<file path="src/rtl/rd_ptr_ctrl_pkg.sv">
// Shared pointer helpers for the async FIFO read-side controller.
// Gray/binary conversions work on any width up to PTR_MAX_W via zero extension.
package rd_ptr_ctrl_pkg;

  localparam int unsigned PTR_MAX_W = 32;

  typedef struct packed {
    logic empty;
    logic almost_empty;
    logic underflow;
  } rd_flags_t;

  function automatic int unsigned ptr_w(input int unsigned depth);
    return $clog2(depth) + 1;
  endfunction

  function automatic logic [PTR_MAX_W-1:0] bin2gray(input logic [PTR_MAX_W-1:0] b);
    return b ^ (b >> 1);
  endfunction

  function automatic logic [PTR_MAX_W-1:0] gray2bin(input logic [PTR_MAX_W-1:0] g);
    logic [PTR_MAX_W-1:0] b;
    b[PTR_MAX_W-1] = g[PTR_MAX_W-1];
    for (int i = PTR_MAX_W - 2; i >= 0; i--) begin
      b[i] = b[i+1] ^ g[i];
    end
    return b;
  endfunction

endpackage

</file>
<file path="src/rtl/rd_ptr_ctrl_if.sv">
// Read-side handshake and pointer bundle between the FIFO user and rd_ptr_ctrl.
interface rd_ptr_ctrl_if #(
  parameter int unsigned AW = 4
);
  logic          rd_rq;
  logic          clr_underflow;
  logic [AW:0]   wq_ptr;
  logic [AW-1:0] raddr;
  logic [AW:0]   rptr;
  logic          rd_ack;
  logic          empty;
  logic          almost_empty;
  logic [AW:0]   rd_level;
  logic          underflow;

  modport master (
    output rd_rq, clr_underflow, wq_ptr,
    input  raddr, rptr, rd_ack, empty, almost_empty, rd_level, underflow
  );

  modport slave (
    input  rd_rq, clr_underflow, wq_ptr,
    output raddr, rptr, rd_ack, empty, almost_empty, rd_level, underflow
  );
endinterface

</file>
<file path="src/rtl/rd_ptr_ctrl_ptr_sync.sv">
// Multi-flop synchroniser for the Gray write pointer into the read clock domain.
// Only built when RD_SYNC_EN is defined.
`ifdef RD_SYNC_EN
module ptr_sync #(
  parameter int unsigned WIDTH  = 5,
  parameter int unsigned STAGES = 2
) (
  input  logic             r_clk,
  input  logic             rst_n,
  input  logic [WIDTH-1:0] d_i,
  output logic [WIDTH-1:0] q_o
);

  logic [WIDTH-1:0] sync_q [STAGES];

  always_ff @(posedge r_clk or negedge rst_n) begin
    if (!rst_n) begin
      for (int i = 0; i < int'(STAGES); i++) sync_q[i] <= '0;
    end else begin
      sync_q[0] <= d_i;
      for (int i = 1; i < int'(STAGES); i++) sync_q[i] <= sync_q[i-1];
    end
  end

  assign q_o = sync_q[STAGES-1];

endmodule
`endif

</file>
<file path="src/rtl/rd_ptr_ctrl.sv">
// Read-domain pointer/flag controller: binary+Gray read pointer, empty, almost_empty, level, underflow.
// Define RD_SYNC_EN to synchronise a raw write-domain Gray pointer internally (SYNC_STAGES flops).
module rd_ptr_ctrl
  import rd_ptr_ctrl_pkg::*;
#(
  parameter int unsigned DEPTH       = 16,
  parameter int unsigned AE_THRESH   = 2,
  parameter int unsigned SYNC_STAGES = 2
) (
  input  logic         r_clk,
  input  logic         rst_n,
  rd_ptr_ctrl_if.slave bus
);

  localparam int unsigned AW = $clog2(DEPTH);
  localparam int unsigned PW = ptr_w(DEPTH);

  if (DEPTH < 4 || (DEPTH & (DEPTH - 1)) != 0) begin : g_bad_depth
    $error("rd_ptr_ctrl: DEPTH must be a power of 2 and >= 4");
  end
  if (AE_THRESH >= DEPTH) begin : g_bad_ae
    $error("rd_ptr_ctrl: AE_THRESH must be below DEPTH");
  end
  if (SYNC_STAGES < 2) begin : g_bad_sync
    $error("rd_ptr_ctrl: SYNC_STAGES must be >= 2");
  end

  logic [PW-1:0] wq_sync;
  logic [PW-1:0] wbin;
  logic [PW-1:0] rbin_q,  rbin_d;
  logic [PW-1:0] rptr_q,  rptr_d;
  logic [PW-1:0] lvl_q,   lvl_d;
  rd_flags_t     flags_q, flags_d;
  logic          rd_ack_c;

`ifdef RD_SYNC_EN
  ptr_sync #(
    .WIDTH  (PW),
    .STAGES (SYNC_STAGES)
  ) u_ptr_sync (
    .r_clk (r_clk),
    .rst_n (rst_n),
    .d_i   (bus.wq_ptr),
    .q_o   (wq_sync)
  );
`else
  assign wq_sync = bus.wq_ptr;
`endif

  // Next-state: all pointer arithmetic is modulo 2^PW so lap wrap needs no special case.
  always_comb begin
    rd_ack_c = bus.rd_rq & ~flags_q.empty;
    rbin_d   = rbin_q + PW'(rd_ack_c);
    rptr_d   = PW'(bin2gray(PTR_MAX_W'(rbin_d)));
    wbin     = PW'(gray2bin(PTR_MAX_W'(wq_sync)));
    lvl_d    = wbin - rbin_d;

    flags_d              = flags_q;
    flags_d.empty        = (rptr_d == wq_sync);
    flags_d.almost_empty = (lvl_d <= PW'(AE_THRESH));
    // Set takes priority over a same-cycle clear.
    flags_d.underflow    = (bus.rd_rq & flags_q.empty) |
                           (flags_q.underflow & ~bus.clr_underflow);
  end

  always_ff @(posedge r_clk or negedge rst_n) begin
    if (!rst_n) begin
      rbin_q  <= '0;
      rptr_q  <= '0;
      lvl_q   <= '0;
      flags_q <= '{empty: 1'b1, almost_empty: 1'b1, underflow: 1'b0};
    end else begin
      rbin_q  <= rbin_d;
      rptr_q  <= rptr_d;
      lvl_q   <= lvl_d;
      flags_q <= flags_d;
    end
  end

  assign bus.raddr        = rbin_q[AW-1:0];
  assign bus.rptr         = rptr_q;
  assign bus.rd_ack       = rd_ack_c;
  assign bus.empty        = flags_q.empty;
  assign bus.almost_empty = flags_q.almost_empty;
  assign bus.rd_level     = lvl_q;
  assign bus.underflow    = flags_q.underflow;

endmodule

</file>
<file path="src/flat_wrapper.sv">
// flat-port wrapper written by rule: the top's interface ports become plain ports
module rd_ptr_ctrl_flat import rd_ptr_ctrl_pkg::*;
#(
  parameter int unsigned DEPTH       = 16,
  parameter int unsigned AE_THRESH   = 2,
  parameter int unsigned SYNC_STAGES = 2
)
  (r_clk, rst_n, bus_rd_rq, bus_clr_underflow, bus_wq_ptr, bus_raddr, bus_rptr, bus_rd_ack, bus_empty, bus_almost_empty, bus_rd_level, bus_underflow);
  rd_ptr_ctrl_if #(.AW((4))) bus_i ();
  input  logic r_clk;
  input  logic rst_n;
  input wire logic [$bits(bus_i.rd_rq)-1:0] bus_rd_rq;
  input wire logic [$bits(bus_i.clr_underflow)-1:0] bus_clr_underflow;
  input wire logic [$bits(bus_i.wq_ptr)-1:0] bus_wq_ptr;
  output wire logic [$bits(bus_i.raddr)-1:0] bus_raddr;
  output wire logic [$bits(bus_i.rptr)-1:0] bus_rptr;
  output wire logic [$bits(bus_i.rd_ack)-1:0] bus_rd_ack;
  output wire logic [$bits(bus_i.empty)-1:0] bus_empty;
  output wire logic [$bits(bus_i.almost_empty)-1:0] bus_almost_empty;
  output wire logic [$bits(bus_i.rd_level)-1:0] bus_rd_level;
  output wire logic [$bits(bus_i.underflow)-1:0] bus_underflow;
  assign bus_i.rd_rq = bus_rd_rq;
  assign bus_i.clr_underflow = bus_clr_underflow;
  assign bus_i.wq_ptr = bus_wq_ptr;
  assign bus_raddr = bus_i.raddr;
  assign bus_rptr = bus_i.rptr;
  assign bus_rd_ack = bus_i.rd_ack;
  assign bus_empty = bus_i.empty;
  assign bus_almost_empty = bus_i.almost_empty;
  assign bus_rd_level = bus_i.rd_level;
  assign bus_underflow = bus_i.underflow;
  rd_ptr_ctrl #(.DEPTH(DEPTH), .AE_THRESH(AE_THRESH), .SYNC_STAGES(SYNC_STAGES)) u_core (.r_clk(r_clk), .rst_n(rst_n), .bus(bus_i));
endmodule
</file>
<file path="config.mk">
export PLATFORM = sky130hd
export DESIGN_NAME = rd_ptr_ctrl_flat
export DESIGN_NICKNAME = d
export VERILOG_FILES = /design/src/rtl/rd_ptr_ctrl_pkg.sv /design/src/rtl/rd_ptr_ctrl_if.sv /design/src/rtl/rd_ptr_ctrl_ptr_sync.sv /design/src/rtl/rd_ptr_ctrl.sv /design/src/flat_wrapper.sv
export SDC_FILE = /design/constraint.sdc
export NUM_CORES = 1
export LEC_CHECK = 0
export CAP_MARGIN = 0
export CORE_ASPECT_RATIO = 0.75
export CORE_MARGIN = 2
export CORE_UTILIZATION = 41
export DETAILED_ROUTE_END_ITERATION = 7
export PLACE_DENSITY_LB_ADDON = 0.12
export SLEW_MARGIN = 30
export SYNTH_ARGS = -nofsm -noshare
export SYNTH_HDL_FRONTEND = slang
export SYNTH_SLANG_ARGS = --single-unit
</file>
<file path="constraint.sdc">
create_clock -name r_clk -period 2.15 [get_ports r_clk]
set_input_delay 0.43 -clock r_clk [delete_from_list [all_inputs] [get_ports r_clk]]
set_output_delay 0.43 -clock r_clk [all_outputs]
set_load 0.005 [all_outputs]
</file>
Word level (Yosys, flattened, before mapping)
Index checks and enable logic that the tools add are counted.
{"block": "word_totals", "elab_cells": 21, "regBits": 18, "out_inout_bits": 18, "in_bits": 9}
{"block": "classes", "order_cmp": 1, "n_bitwise": 11, "n_addsub": 2, "n_eq_ne": 1}
{"op": "adder 5 x 1 -> 5 bit", "n": 1}
{"op": "== test 5 bit", "n": 1}
{"op": "<= comparator 5 x 2 -> 1 bit, second input constant", "n": 1}
{"op": "subtractor 5 bit", "n": 1}
{"op": "XOR 5 x 4 -> 5 bit", "n": 1}
{"op": "XOR 1 bit", "n": 4}
{"op": "AND 1 bit", "n": 3}
{"op": "NOT 1 bit", "n": 2}
{"op": "OR 1 bit", "n": 1}

Logic depth before layout (Yosys ltp)
{"block": "depth", "depth_word": 6, "mapped_depth": 9}

Least setup slack after synthesis
No wires, ideal clock.
{"block": "synth_timing", "path_kind": "input -> register", "start": "input bus_wq_ptr[4]", "end": "register u_core.flags_q (netlist bit u_core.bus.almost_empty)", "required_time_ns": 2.045, "t_arrival_ns": 2.528, "path_buffers": 0, "setup_slack_ns": -0.483, "path_stages": 9, "path_cell_list": "xor3_2 xor2_1 xnor2_1 ha_1 inv_1 fa_1 a31oi_1 xnor2_1 a2111oi_2"}
{"item": "from (decl)", "line": "flat_wrapper.sv:14", "source": "input wire logic [$bits(bus_i.wq_ptr)-1:0] bus_wq_ptr;"}
{"item": "to (signal assigned)", "line": "rd_ptr_ctrl.sv:71", "source": "flags_q <= '{empty: 1'b1, almost_empty: 1'b1, underflow: 1'b0};"}
{"item": "to (signal assigned)", "line": "rd_ptr_ctrl.sv:76", "source": "flags_q <= flags_d;"}
{"item": "to (decl)", "line": "rd_ptr_ctrl.sv:33", "source": "rd_flags_t flags_q, flags_d;"}

==> results.py <==
metrics = {
    "cells_and_area": {
        "antenna-diode-count": 0,
        "drive_gt1_share_pct": 45.59,
        "utilization_pct": 79.55,
        "area_delta_synth_final_pct": 78.74,
        "layout_common_cells": "32 x buf_4, 21 x clkdlybuf4s50_1, 15 x dfrtp_1",
        "nets": 153,
        "fillers": 134,
        "final_common_cell": "buf_4",
    },
    "sta": {
        "rsz0062_at_grt": "yes",
        "worst_slack_ns": -0.1760,
        "fin_crit_sh_pct": 108.2,
        "worst_slew_pin_slew_ns": 0.3602,
        "min_period_ns": 2.326,
        "fin_skew_ns": 0.01001,
        "maxSlewViolCount": 0,
        "finalHoldViolCount": 0,
        "setup_violations": 3,
        "clock.fmax_ghz": 0.4299,
        "slew_headroom_pct": 75.99,
    },
    "worst_setup_path": {
        "r2r-end": "u_core.bus.almost_empty",
        "r2r-start": "u_core.bus.empty",
        "worstPathRequired_ns": 2.35,
        "max_stage_delay_ns": 0.45,
        "start_kind": "input port",
        "arrival_ns": 2.53,
        "path_delay_family": "XOR/XNOR gates",
        "crit_type": "input port to register",
        "reg2reg_slack_ns": -0.16,
        "cp_num_buf_inv": 3,
        "cp-end-kind": "register",
        "r2r_cells": 9,
        "crit_chain": "buf_8 > xor3_2 > xor2_2 > xnor2_1 > ha_2 > inv_2 > fa_2 > buf_6 > xor2_4 > a2111oi_4",
        "crit_path_max_fanout": 2,
        "cp_slowest_cell": "xor3_2",
    },
    "floorplanning": {
        "fp.coreArea_mm2": 0.002049,
        "die_h_um": 44.85,
        "rows": 14,
        "num_io_pins": 27,
        "start_util_pct": 44.51,
        "die_area_mm2": 0.002622,
        "die_w_um": 58.47,
    },
    "global_route": {
        "grt-ovfl-total": 0,
        "grt_pass1_wl_um": 3408,
        "grt_usage_pct": 17.96,
        "grt_pass1_vias": 762,
        "grt_max_degree": 18,
        "antenna_found_initial": 0,
    },
    "routing": {
        "drt-pass1-iter-count": 3,
        "antenna_left": 0,
        "wire_per_inst_um": 13.92,
        "wl_um": 2227,
        "vias_per_cell": 4.644,
        "drc": 0,
        "initialDrtViolationCount": 6,
        "vias": 743,
    },
    "synthesis": {
        "ys_ff_latch": 17,
        "synth_cell_type_count": 22,
        "synth_area_um2": 912.1,
        "synth_seq_area_share_pct": 46.91,
        "syn_nets": 89,
        "syn_inst": 73,
        "yosys_warnings": 0,
        "syn_area_per_cell_um2": 12.49,
    },
    "power": {
        "ir_drop_uv": 1994,
        "p_total_mw": 3.179,
        "p_per_area_mw_per_mm2": 1950,
        "total_leakage_power_nw": 0.7442,
    },
    "worst_hold_path": {
        "whs_endpoint": "u_core.bus.empty",
        "holdCritPathClass": "input port to register",
        "holdPathStages": 3,
        "worstHoldStart": "bus_wq_ptr[2]",
    },
    "job": {
        "cap_violations": 0,
    },
    "placement": {
        "dp_hpwl_um": 1499,
        "gp_congestion": 0.7433,
        "port_buffers": 26,
    },
    "cts": {
        "clk_latency_ns": 0.29,
        "root_buffer": "clkbuf_4",
        "numCtsBuffers": 3,
        "cts_buffer_depth": 2,
        "tritoncts": "yes",
        "htreeDepth": 1,
        "cts.reportedPaths.clkPinSlew_ns": 0.10,
        "cts_num_sinks": 17,
    },
    "outcome": {
        "status": "complete, but fails checks",
        "violations": "setup timing",
    },
}
==> cell usage after synthesis, drive strengths merged <==
| cell | n | area, µm² |
|---|---|---|
| a21o | 2 | 15.01 |
| nor2b | 2 | 12.51 |
| a2111oi | 1 | 15.01 |
| o21ai | 1 | 5.000 |
| buf | 2 | 15.01 |
| a21oi | 2 | 10.01 |
| nand3 | 2 | 10.01 |
| a31oi | 1 | 6.260 |
| xnor2 | 15 | 131.4 |
| a311oi | 1 | 8.760 |
| xor3 | 2 | 48.79 |
| dfstp | 2 | 52.55 |
| nand4 | 1 | 6.260 |
| and3b | 1 | 8.760 |
| ha | 6 | 75.07 |
| inv | 7 | 26.28 |
| dfrtp | 15 | 375.4 |
| fa | 1 | 20.02 |
| nand2 | 2 | 7.510 |
| xor2 | 6 | 52.55 |
| and4b | 1 | 10.01 |
==> power breakdown <==
part / total (mW) / switching [mW] / internal (mW)
clock network: 0.168 / 0.0961 / 0.0721
logic: 2.39 / 0.947 / 1.44
registers: 0.621 / 0.119 / 0.503
total: 3.18 / 1.16 / 2.02
==> routing by layer <==
layer,GRT usage [%],wire length [µm],vias to the layer above
li1,-,-,367
met1,23.70,976,350
met2,29.66,1100,22
met3,5.158,117,4
met4,4.186,32,0
met5,0,0,-
==> worst register-to-register path, cell delays in order, from the launching register on <==
cell and delay (ns):
dfstp_2 0.56, nor2b_4 0.05, ha_4 0.16, buf_4 0.14
xnor2_2 0.14, buf_4 0.17, fa_2 0.40, buf_6 0.14
xor2_4 0.19, a2111oi_4 0.28
==> state kept, by name (all words and copies together) (netlist names) <==
signal / flops
u_core.bus.rd_level: 5
u_core.bus.almost_empty: 1
u_core.bus.underflow: 1
u_core.rbin_q: 5
u_core.bus.rptr: 4
u_core.bus.empty: 1
==> timing repair <==
item	4_1_cts	5_1_grt
hold buffers	0	0
resized for setup	22	19
buffers inserted	7	4
endpoints found under the setup margin	7	4
pin swaps	10	9
==> kinds of logic (layout without fill, tap and decap cells) <==
family                     Yosys count  count (layout)  share of synthesized area [%]
xor gates and xnor gates            23              23                          25.51
DFF                                 17              17                          46.91
and+or+nand+nor                      9               9                          6.036
buffers and inverters                9              72                          4.527
AOI/OAI and AO/OA                    8               8                          6.584
adders and majority gates            7               7                          10.43
==> layout make-up <==
class                      count  area, µm²  area share (%)
clock buffer                   4      26.28           1.612
inverter                       7      26.28           1.612
multi-input combinational     47      586.8           35.99
sequential                    17      427.9           26.25
tap                           24      30.03           1.842
timing repair buffer          61      533.0           32.69
==> how the worst max path moves through the flow <==
stage	start	end	depth (start not counted)	slack (ns)
finish	bus_wq_ptr[4]	u_core.bus.almost_empty	10	-0.18
detailed placement	bus_wq_ptr[2]	u_core.bus.almost_empty	10	-0.86
global placement	bus_wq_ptr[2]	u_core.bus.almost_empty	10	-0.76
floorplan	bus_wq_ptr[2]	u_core.bus.almost_empty	9	-0.25
global route	bus_wq_ptr[4]	u_core.bus.almost_empty	10	-0.23
CTS	bus_wq_ptr[4]	u_core.bus.almost_empty	10	-0.17
==> stage by stage <==
step	TNS, ns	hold WS (ns)	cells	setup WS (ns)	area [µm²]
finish	-0.4562	0.4465	160	-0.1760	1630
detailed placement	-4.258	0.5360	145	-0.8644	1378
global route	-0.6291	0.4542	160	-0.2348	1630
CTS	-0.3072	0.4628	156	-0.1656	1498
global placement	-3.812	0.5275	145	-0.7645	1378
floorplan	-0.3509	0.1344	73	-0.2503	922.1
No activity file was read; power rests on OpenSTA's default activity.
